File: config.mk
export PLATFORM = sky130hd
export DESIGN_NAME = pc_sequencer
export DESIGN_NICKNAME = d
export VERILOG_FILES = /design/src/rtl/pc_sequencer.sv
export SDC_FILE = /design/constraint.sdc
export NUM_CORES = 1
export LEC_CHECK = 0
export CORE_MARGIN = 2
export CORE_UTILIZATION = 43
export DETAILED_ROUTE_END_ITERATION = 6
export HOLD_SLACK_MARGIN = 0.12
export MAX_ROUTING_LAYER = met4
export PLACE_DENSITY = 0.82
export SLEW_MARGIN = 10
export SYNTH_ARGS = -nofsm -noshare
export SYNTH_HDL_FRONTEND = slang
export SYNTH_SLANG_ARGS = --single-unit
File: constraint.sdc
create_clock -name clk -period 2.95 [get_ports clk]
set_clock_uncertainty 0.05 [all_clocks]
set_input_delay 0.4425 -clock clk [delete_from_list [all_inputs] [get_ports clk]]
set_output_delay 0.4425 -clock clk [all_outputs]
set_load 0.05 [all_outputs]
File: src/rtl/pc_sequencer.sv
// Program-counter sequencer: BOOT/RUN/HALT control with trap, mret, jump and branch redirects.
// pc/epc/misalign are registered (one-edge latency); next_pc and pc_plus4 are combinational.
module pc_sequencer #(
  parameter int          OPD_WIDTH    = 32,
  parameter int          PC_WIDTH     = 32,
  parameter int unsigned RESET_VECTOR = 0,
  parameter int unsigned TRAP_VECTOR  = 'h100
) (
  input  logic                 clk,
  input  logic                 rst,
  input  logic                 stall,
  input  logic                 branch,
  input  logic                 jump,
  input  logic [OPD_WIDTH-1:0] comp_result,
  input  logic [OPD_WIDTH-1:0] alu_result,
  input  logic                 trap,
  input  logic                 mret,
  input  logic                 halt,
  input  logic                 resume,
  output logic [PC_WIDTH-1:0]  pc,
  output logic [PC_WIDTH-1:0]  pc_plus4,
  output logic [PC_WIDTH-1:0]  next_pc,
  output logic [PC_WIDTH-1:0]  epc,
  output logic                 misalign,
  output logic                 running
);

  localparam logic [PC_WIDTH-1:0] LP_RESET_VEC = PC_WIDTH'(RESET_VECTOR);
  localparam logic [PC_WIDTH-1:0] LP_TRAP_VEC  = PC_WIDTH'(TRAP_VECTOR);

  typedef enum logic [1:0] {
    ST_BOOT = 2'd0,
    ST_RUN  = 2'd1,
    ST_HALT = 2'd2
  } state_t;

  state_t              r_state;
  state_t              w_state_nxt;
  logic [PC_WIDTH-1:0] r_pc;
  logic [PC_WIDTH-1:0] r_epc;
  logic                r_misalign;
  logic [PC_WIDTH-1:0] w_next_pc;
  logic [PC_WIDTH-1:0] w_epc_nxt;
  logic                w_misalign_nxt;
  logic [PC_WIDTH-1:0] w_pc_plus4;
  logic [PC_WIDTH-1:0] w_target_raw;
  logic [PC_WIDTH-1:0] w_jump_tgt;
  logic [PC_WIDTH-1:0] w_sel_tgt;
  logic                w_taken;
  logic                w_tgt_misaligned;

  generate
    if (OPD_WIDTH >= PC_WIDTH) begin : g_tgt_trunc
      assign w_target_raw = alu_result[PC_WIDTH-1:0];
      if (OPD_WIDTH > PC_WIDTH) begin : g_alu_hi
        logic w_unused_alu_hi;
        assign w_unused_alu_hi = ^alu_result[OPD_WIDTH-1:PC_WIDTH];
      end
    end else begin : g_tgt_zext
      assign w_target_raw = {{(PC_WIDTH-OPD_WIDTH){1'b0}}, alu_result};
    end
    if (OPD_WIDTH > 1) begin : g_comp_hi
      logic w_unused_comp_hi;
      assign w_unused_comp_hi = ^comp_result[OPD_WIDTH-1:1];
    end
  endgenerate

  assign w_pc_plus4       = r_pc + PC_WIDTH'(4);
  assign w_taken          = branch & comp_result[0];
  assign w_jump_tgt       = {w_target_raw[PC_WIDTH-1:1], 1'b0};
  // Jump wins over branch, so its target is the one checked for alignment.
  assign w_sel_tgt        = jump ? w_jump_tgt : w_target_raw;
  assign w_tgt_misaligned = (jump | w_taken) & (w_sel_tgt[1:0] != 2'b00);

  always_comb begin
    w_state_nxt    = r_state;
    w_next_pc      = r_pc;
    w_epc_nxt      = r_epc;
    w_misalign_nxt = 1'b0;
    case (r_state)
      ST_BOOT: w_state_nxt = ST_RUN;
      ST_HALT: begin
        if (trap) begin
          w_next_pc   = LP_TRAP_VEC;
          w_epc_nxt   = r_pc;
          w_state_nxt = ST_RUN;
        end else if (resume) begin
          w_state_nxt = ST_RUN;
        end
      end
      ST_RUN: begin
        if (trap) begin
          w_next_pc = LP_TRAP_VEC;
          w_epc_nxt = r_pc;
        end else if (w_tgt_misaligned) begin
          w_next_pc      = LP_TRAP_VEC;
          w_epc_nxt      = r_pc;
          w_misalign_nxt = 1'b1;
        end else if (mret) begin
          w_next_pc = r_epc;
        end else if (jump) begin
          w_next_pc = w_jump_tgt;
        end else if (w_taken) begin
          w_next_pc = w_target_raw;
        end else if (!stall) begin
          w_next_pc = w_pc_plus4;
        end
        if (halt && !trap && !w_tgt_misaligned) w_state_nxt = ST_HALT;
      end
      default: w_state_nxt = ST_BOOT;
    endcase
    if (!rst) w_next_pc = LP_RESET_VEC;
  end

  always_ff @(posedge clk) begin
    if (!rst) begin
      r_state    <= ST_BOOT;
      r_pc       <= LP_RESET_VEC;
      r_epc      <= '0;
      r_misalign <= 1'b0;
    end else begin
      r_state    <= w_state_nxt;
      r_pc       <= w_next_pc;
      r_epc      <= w_epc_nxt;
      r_misalign <= w_misalign_nxt;
    end
  end

  assign pc       = r_pc;
  assign pc_plus4 = w_pc_plus4;
  assign next_pc  = w_next_pc;
  assign epc      = r_epc;
  assign misalign = r_misalign;
  assign running  = (r_state == ST_RUN);

endmodule

Word level (Yosys, flattened, before mapping). Cells that the tools add are included.

Add/subtract/negate cells: 1. Equal/unequal tests: 6. Muxes and demuxes: 19. Bitwise gates (word level): 5. Reduce and logical (&&, ||, !) cells: 10.

Operators with widths (number): $mux 32 (11); $pmux 32 s2 (2); $add 32x3->32 const B (1); $mux 2 (3); $pmux 2 s3 (1); $reduce_bool 2->1 (2); $ne 3x2->1 const B (1); $ne 3x3->1 const B (1); $reduce_and 3->1 (1); $reduce_or 3->1 (1); $and 1x1->1 (2); $eq 2x1->1 const B (1); $eq 2x2->1 const B (1); $logic_and 1x1->1 (2); $logic_not 1->1 (2); $logic_not 2->1 (1); $mux 1 (2); $ne 2x1->1 const B (1); $ne 2x2->1 const B (1); $not 1->1 (2); $reduce_and 2->1 (1); $or 1x1->1 (1).

Bits in registers: 67. Input port bits: 73. Output and inout port bits: 130.

Depth between registers and ports, before layout. Gate-level depths: netlist (run 1).

Depth after elaboration: 9. Gate-level depth with buffers: 9. Depth with buffers taken out: 7.

Worst setup path before layout (run 1). OpenSTA, ideal clock, no wires.

Path kind: flip-flop to output port. Start: register r_state[1]. End: output port next_pc[13]. Data arrival time: 3.276 ns. Slack: -0.818 ns. Cell stages (with the launch flop): 9. Buffers on the path: 1. Cell sequence: dfxtp_1 inv_1 ha_1 clkbuf_1 nand2b_1 or2_2 nor2_2 o21ai_0 a221oi_1.

Word-level cells in the longest chain between the ends: 3. Elaborated cells on any way between the ends: 4. Classes of those cells: 2 x eq/ne; 2 x mux.

RTL lines: start: declaration (line 37) `state_t r_state;`; start signal: assignment (line 122) `r_state <= w_state_nxt;`; $eq 2x1->1; net running (line 25) `output logic running`; $pmux 32 s2 (line 80) `case (r_state)`; $mux 32 (line 112) `if (!rst) w_next_pc = LP_RESET_VEC;`; end: declaration (line 22) `output logic [PC_WIDTH-1:0] next_pc,`.

The timed path passes the listed nets, and every way through them passes these cells.

Worst setup path in the final report (run 1).
Start: register r_pc[14], in the netlist pc[14]. End: output port next_pc[29].

Word-level cells in the longest chain between the ends: 9.

RTL lines: start: declaration (line 39) `logic [PC_WIDTH-1:0] r_pc;`; start signal: assignment (line 123) `r_pc <= w_next_pc;`; $add 32x3->32 (line 68) `assign w_pc_plus4 = r_pc + PC_WIDTH'(4);`; $mux 32 (line 105) `end else if (!stall) begin`; $mux 32 (line 103) `end else if (w_taken) begin`; $mux 32 (line 101) `end else if (jump) begin`; $mux 32 (line 99) `end else if (mret) begin`; $mux 32 (line 95) `end else if (w_tgt_misaligned) begin`; $mux 32 (line 92) `if (trap) begin`; $pmux 32 s2 (line 80); $mux 32 (line 112).

No other way between the ends.

==> qor.csv, run 1 <==
stage,metric,value,unit
status,status,"complete, but fails checks",
status,violations,"design-rule violations, negative setup slack",
synth,synth-async-reset-ratio,0,
routing,first_pass_iters,7,
pwr,p_leak,3.47,nW
synth,synth.top_cell.area_share,0.290,
synth,synth_ff_type,dfxtp_1,
setup_path,end_kind,output pin,
pwr,p_clk_frac,0.371,
synth,netlist_instances,591,
synth,synth_edf_count,0,
setup_path,critPathRequiredTime,2.46,ns
floorplanning,initial_core_util,0.446,
pwr,powerDensity,319,mW/mm^2
global_routing,overflow,0,
pwr,cellInternalPower,1.81,mW
setup_path,path_delay_family,simple AND/OR/NAND/NOR gates,
pwr,pwr-share-seq,0.345,
floorplanning,die_y,108,um
synth,synth_top_area_cell,dfxtp_1,
setup_path,startpoint,pc[14]$_SDFF_PN0_,
setup_path,crit_arrival,2.55,ns
setup_path,path_depth,7,
global_routing,grt_pass1_wl,31800,um
clock_network,insertion_delay,0.37,ns
hold_path,hp-class,flop to flop,
sta,setup_slack,-0.0939,ns
placement,gp_congestion,1.00,
routing,ant_nets,0,
placement,port_buffers,171,
global_routing,antenna_found_initial,0,
synth,syn_area,0.00463,sq mm
clock_network,clock-root-buffer,clkbuf_8,
synth,synth.area.top_cells,"dfxtp_1, mux2i_1, nor2_1, nand2_1, xnor2_1",
routing,drt_iter0_drc,882,
routing,wl_per_cell,24.6,um
cells_and_area,postLayoutCoreUtil,0.812,
setup_path,critPathBufInv,2,
sta,hold_violations,0,
sta,slew_headroom,0.609,
pwr,vdd_ir_drop_max,0.000281,V
pwr,swShare,0.327,
placement,place_area,0.00757,sq mm
synth,ys_seq_area_frac,0.290,
routing,avgViaCountPerCell,6.74,
floorplanning,die_x,108,um
routing,vias,6417,
floorplanning,rows,37,
job,maxCapViolations,0,
sta,max_slew.worst_pin.slew,0.584,ns
cells_and_area,finalInstanceArea,0.00842,sq mm
sta,rsz0062_at_grt,true,
global_routing,grt_max_degree,54,
cells_and_area,nets,889,
routing,drcViolationCount,2,
setup_path,critPathKind,flop to output pin,
cells_and_area,area_growth,82.0,%
setup_path,cp_max_fo,7,
setup_path,r2r_cells,7,
pwr,pwr-share-comb,0.284,
clock_network,cts.path.max_buffers,2,
sta,period_needed,3.04,ns
cells_and_area,n_fill_cell,566,
hold_path,worstHoldStart,epc[31]$_SDFFE_PN0P_,
global_routing,grt_pass1_vias,6016,
setup_path,reg2reg_slack,0.82,ns
floorplanning,die_area,0.0116,sq mm
synth,syn-num-nets,669,
setup_path,crit_slowest_cell,nor4_4,
clock_network,cts_sinks,67,
floorplanning,core_area,0.0104,sq mm
setup_path,cp-start-kind,flop,
setup_path,crit_end,next_pc[29],
global_routing,grt_use_total,0.360,
setup_path,critPathMaxStageDelay,0.46,ns
synth,synth_cell_types,72,
setup_path,critical_path.cell_chain,"buf_6, nand4_1, nor4_4, and4_4, mux2i_1, nand3_1, buf_12",
synth,syn_avg_cell_area,7.83,sq um
pwr,power.switching,878,uW
routing,drt_wl_total,23400,um
clock_network,path_clk_slew,0.08,ns
floorplanning,io_pins,203,
synth,yosys_register_bits,67,
sta,finalMaxSlewViolations,0,
sta,fin_crit_sh,1.03,
clock_network,ctsHtreeMaxLevel,3,
sta,setup-violations-final,12,
clock_network,cts_tree,done,
placement,hpwl,14300,um
synth,ys.warnings.count,0,
cells_and_area,antenna_cells,0,
setup_path,worstReg2RegEnd,pc[25]$_SDFF_PN0_,
clock_network,cts_made_buffers,9,
setup_path,r2r_start,pc[14]$_SDFF_PN0_,
sta,timing.fmax,329,MHz
cells_and_area,drive_above_1_share,0.342,
==> synth_stat cells, types with 4 or more instances <==
cell,count
o31ai_1,5
a21oi_1,21
o21ai_0,24
o211ai_1,5
nand3_1,30
ha_1,5
nor2_1,68
a22o_1,4
dfxtp_1,67
o22ai_1,8
buf_2,16
clkbuf_1,29
a31o_2,11
a32oi_1,4
nor4_1,11
and4_1,4
nand4_1,7
mux2i_1,38
or4_1,5
nand2b_1,15
a211o_1,4
and3_1,6
a32o_1,10
and2_1,5
xnor2_1,20
nand2_1,51
nor3_1,14
inv_1,12
xor2_1,16
a211oi_1,7
==> layout make-up <==
| class | count | area, sq um | area share |
|---|---|---|---|
| clock inverters | 4 | 97.6 | 0.0116 |
| flip-flops and latches | 67 | 1410 | 0.167 |
| well taps | 136 | 170 | 0.0202 |
| clock buffers | 12 | 145 | 0.0172 |
| inverters | 14 | 57.6 | 0.00683 |
| repair buffers | 259 | 2950 | 0.350 |
| multi-input cells | 460 | 3590 | 0.427 |
==> sequential cells by signal (all words and copies together) (netlist names) <==
signal	flops
epc	32
pc	32
r_state	2
misalign	1
==> how the worst min path moves through the flow <==
stage                         endpoint  depth (start not counted)
6_report          epc[31]$_SDFFE_PN0P_                          2
5_1_grt            epc[1]$_SDFFE_PN0P_                          2
4_1_cts           epc[18]$_SDFFE_PN0P_                          2
3_5_place_dp      epc[18]$_SDFFE_PN0P_                          2
3_3_place_gp      epc[26]$_SDFFE_PN0P_                          2
2_1_floorplan  r_state[0]$_SDFFE_PN0P_                          2
==> metrics by stage <==
step / setup slack [ns] / std cells / hold slack (ns) / total power [mW] / setup TNS [ns]
6_report: -0.0939 / 952 / 0.480 / 2.69 / -0.576
5_1_grt: -0.170 / 952 / 0.519 / 2.74 / -1.38
4_1_cts: -0.00424 / 931 / 0.479 / 2.58 / -0.00424
3_5_place_dp: -0.0907 / 906 / 0.461 / 1.60 / -0.179
3_3_place_gp: -0.0218 / 906 / 0.444 / 1.59 / -0.0218
2_1_floorplan: -0.160 / 591 / 0.436 / 1.31 / -0.501
==> routing by layer <==
layer	GRT usage	vias to the layer above	share of wire
met3	0.0515	216	0.11
met5	-	-	0
met2	0.576	631	0.47
met4	0.213	0	0.074
met1	0.431	2965	0.35
li1	-	2605	-
==> timing repair <==
action / in CTS / in global routing
pin swaps: 8 / 19
setup buffers: 9 / 21
hold buffers: 0 / 0
setup endpoints to repair: 19 / 25
gates resized for setup: 51 / 49
==> cell families (layout without fill, tap and decap cells) <==
logic type      Yosys count  in the layout  share of synthesized area
xor+xnor                 36             36                     0.0681
flops                    67             67                      0.290
fa+ha+maj                 5              5                     0.0135
mux                      38             38                     0.0822
compound gates          140            140                      0.221
buf+inv                  64            289                     0.0589
simple gates            241            241                      0.267
==> power by group through the flow <==
| stage | clock (mW) | combinational, mW | sequential [mW] |
|---|---|---|---|
| after floorplan | 0 | 0.337 | 0.977 |
| after global placement | 0 | 0.634 | 0.953 |
| after detailed placement | 0 | 0.649 | 0.955 |
| after CTS | 0.980 | 0.675 | 0.926 |
| after global routing | 1.03 | 0.780 | 0.927 |
| final | 0.996 | 0.763 | 0.927 |
==> cells in the final DEF (no fill, tap or decap), drive strengths merged, types with 13 or more instances in the layout <==
cell           Yosys  final
nand2             51     51
dfxtp             67     67
mux2i             38     38
a21oi             22     22
clkbuf            30     13
o21ai             24     24
xnor2             20     20
buf               20    145
clkdlybuf4s50      0    108
nand3             30     30
nor3              14     14
inv               13     13
nand2b            15     15
xor2              16     16
nor2              69     69
==> worst reg2reg max path, stage by stage, from the launching register on <==
cell      delay [ns]
dfxtp_2         0.36
buf_6           0.15
nand4_1         0.18
nor4_4          0.46
buf_4           0.19
nand3_2         0.13
o21ai_1         0.24
o2bb2a_1        0.25
(Power assumes the default switching activity.)
==> run 2: changes to the inputs <==
- CELL_PAD_IN_SITES_DETAIL_PLACEMENT: unset -> 0
- CELL_PAD_IN_SITES_GLOBAL_PLACEMENT: unset -> 2
- CORE_UTILIZATION: 43 -> 23
- CTS_CLUSTER_DIAMETER: unset -> 50
- PLACE_DENSITY: 0.82 -> unset
- PLACE_DENSITY_LB_ADDON: unset -> 0.1
==> run 2 against run 1 <==
Against the previous run: the flow now finishes without violations; final cell count is 16% higher; critical path type unchanged; first-iteration DRC count down 60%; global-route usage decreased by 15 points.
==> qor.csv, run 2 (synthesis gave the netlist of run 1 again) <==
stage,metric,value,unit,change
global_routing,grt_use_total,0.212,,-0.148
hold_path,hp-class,flop to flop,,
routing,wl_per_cell,20.4,um,-17%
clock_network,cts.path.max_buffers,2,,unchanged
setup_path,cp_max_fo,4,,-3
pwr,cellInternalPower,2.14,mW,+18%
global_routing,grt_max_degree,41,,-24%
setup_path,end_kind,output pin,,
cells_and_area,instances_no_fill,1102,,+16%
global_routing,grt_pass1_vias,5783,,-3.9%
floorplanning,die_area,0.0213,sq mm,+83%
pwr,vdd_ir_drop_max,0.000364,V,+29%
clock_network,path_clk_slew,0.06,ns,-0.02 ns
cells_and_area,drive_above_1_share,0.345,,+0.00337
status,status,"finished, final reports clean",,
sta,finalMaxSlewViolations,0,,unchanged
floorplanning,die_x,146,um,+35%
pwr,finalPower,3.05,mW,+14%
sta,hold_violations,0,,unchanged
floorplanning,core_area,0.0196,sq mm,+89%
global_routing,antenna_found_initial,0,,unchanged
pwr,swShare,0.298,,-0.0286
cells_and_area,antenna_cells,0,,unchanged
sta,fin_crit_sh,0.989,,-0.0431
sta,setup_slack,0.0333,ns,+0.127 ns
routing,drt_iter0_drc,349,,-60%
clock_network,cts_hold_buf,0,,unchanged
pwr,p_clk_frac,0.451,,+0.080
cells_and_area,final_cell_mix,"clkdlybuf4s50_1, buf_4, nor2_1, buf_12, nand2_1",,
floorplanning,rows,51,,+38%
sta,slew_headroom,0.627,,+0.0178
routing,drcViolationCount,0,,-2
routing,first_pass_iters,5,,-2
setup_path,critPathKind,flop to output pin,,
pwr,pwr-share-comb,0.244,,-0.040
global_routing,overflow,0,,unchanged
placement,gp_congestion,0.869,,-13%
setup_path,critPathRequiredTime,2.46,ns,about the same
routing,avgViaCountPerCell,5.09,,-25%
global_routing,grt_pass1_wl,33900,um,+6.7%
cells_and_area,postLayoutCoreUtil,0.449,,-0.363
clock_network,ctsHtreeMaxLevel,3,,unchanged
placement,port_buffers,171,,unchanged
clock_network,cts_tree,done,,
sta,setup-violations-final,0,,-12
setup_path,cp-start-kind,flop,,
placement,hpwl,16600,um,+16%
routing,vias,5607,,-13%
floorplanning,initial_core_util,0.236,,-0.210
sta,period_needed,2.92,ns,-0.127 ns
global_routing,gr-usage-met2,0.348,,-0.228
floorplanning,die_y,146,um,+35%
pwr,p_leak,3.57,nW,+2.8%
placement,post-place-cells,1064,,+17%
sta,rsz0062_at_grt,true,,
routing,ant_nets,0,,unchanged
sta,timing.fmax,343,MHz,+4.4%
global_routing,gr-usage-met3,0.0367,,-0.0148
pwr,powerDensity,347,mW/mm^2,+8.8%
floorplanning,io_pins,203,,unchanged
clock_network,cts_sinks,67,,unchanged
routing,drt_wl_total,22500,um,-3.9%
global_routing,met1_usage,0.267,,-0.163
cells_and_area,nets,910,,+2.4%
clock_network,clock-root-buffer,clkbuf_16,,
clock_network,insertion_delay,0.35,ns,-0.02 ns
sta,max_slew.worst_pin.slew,0.558,ns,-0.0267 ns
placement,post-place-ws,-0.136,ns,-0.0455 ns
cells_and_area,area_growth,89.9,%,
cells_and_area,final_common_cell,clkdlybuf4s50_1,,
pwr,pwr-share-seq,0.304,,-0.041
clock_network,cts_made_buffers,9,,unchanged
job,maxCapViolations,0,,unchanged
sta,hold_slack,0.465,ns,-0.0145 ns
setup_path,crit_arrival,2.42,ns,-0.13 ns
global_routing,top_usage_layer,met2,,
pwr,power.switching,910,uW,+3.7%
## run 2: cell types whose count changed in the layout (fill, tap and decap cells not counted), moves of 4 or more
cell	delta
buf_4	+24
clkbuf_16	+10
clkbuf_8	-10
buf_6	-6
buf_12	+4
nor4_4	-4
## run 2: power groups by stage
| stage | combinational, mW | sequential, mW | clock, mW |
|---|---|---|---|
| finish | 0.746 | 0.929 | 1.38 |
| global route | 0.791 | 0.930 | 1.44 |
| CTS | 0.720 | 0.927 | 1.41 |
| detailed placement | 0.696 | 0.954 | 0 |
| global placement | 0.694 | 0.953 | 0 |
| floorplan | 0.337 | 0.977 | 0 |
## run 2: final cells by class
class,instances,area [sq um]
clock buffer,9,225
sequential,67,1400
fill,1970,10800
timing repair buffer,280,3140
inverter,14,57.6
multi-input combinational,460,3490
tap,265,332
clock inverter,7,140
## run 2: path summary, 6_finish.rpt
kind | slack [ns] | start | cells past startpoint | end
max | 0.03 | pc[6]$_SDFF_PN0_ | 6 | next_pc[27]
min | 0.47 | epc[30]$_SDFFE_PN0P_ | 2 | epc[30]$_SDFFE_PN0P_
max reg2reg | 0.90 | pc[7]$_SDFF_PN0_ | 7 | pc[28]$_SDFF_PN0_
min reg2reg | 0.47 | epc[30]$_SDFFE_PN0P_ | 2 | epc[30]$_SDFFE_PN0P_
## run 2: metrics by stage
stage	TNS [ns]	cell area [sq um]
after floorplan	-0.501	4950
after global placement	-0.616	8010
after detailed placement	-1.02	8010
after CTS	-0.0421	8610
after global routing	-0.0347	8790
final	0	8790
## run 2: what timing repair did
item | CTS | global route
buffers inserted | 13 | 8
pin swaps | 7 | 13
endpoints found under the setup margin | 26 | 25
resized for setup | 40 | 27
gates cloned | 0 | 1
## run 2: worst max-delay path: stages (launching register included)
cell and delay (ns):
dfxtp_1 0.42, and3_4 0.24, nand4_1 0.22, or4_4 0.59
mux2i_1 0.16, a211o_1 0.28, buf_12 0.16
## run 2: per-layer routing
metal  vias to the layer above  share of wire
met5                         -              0
met4                         0          0.015
met3                        25          0.053
met2                       192           0.48
met1                      2733           0.45
li1                       2657              -
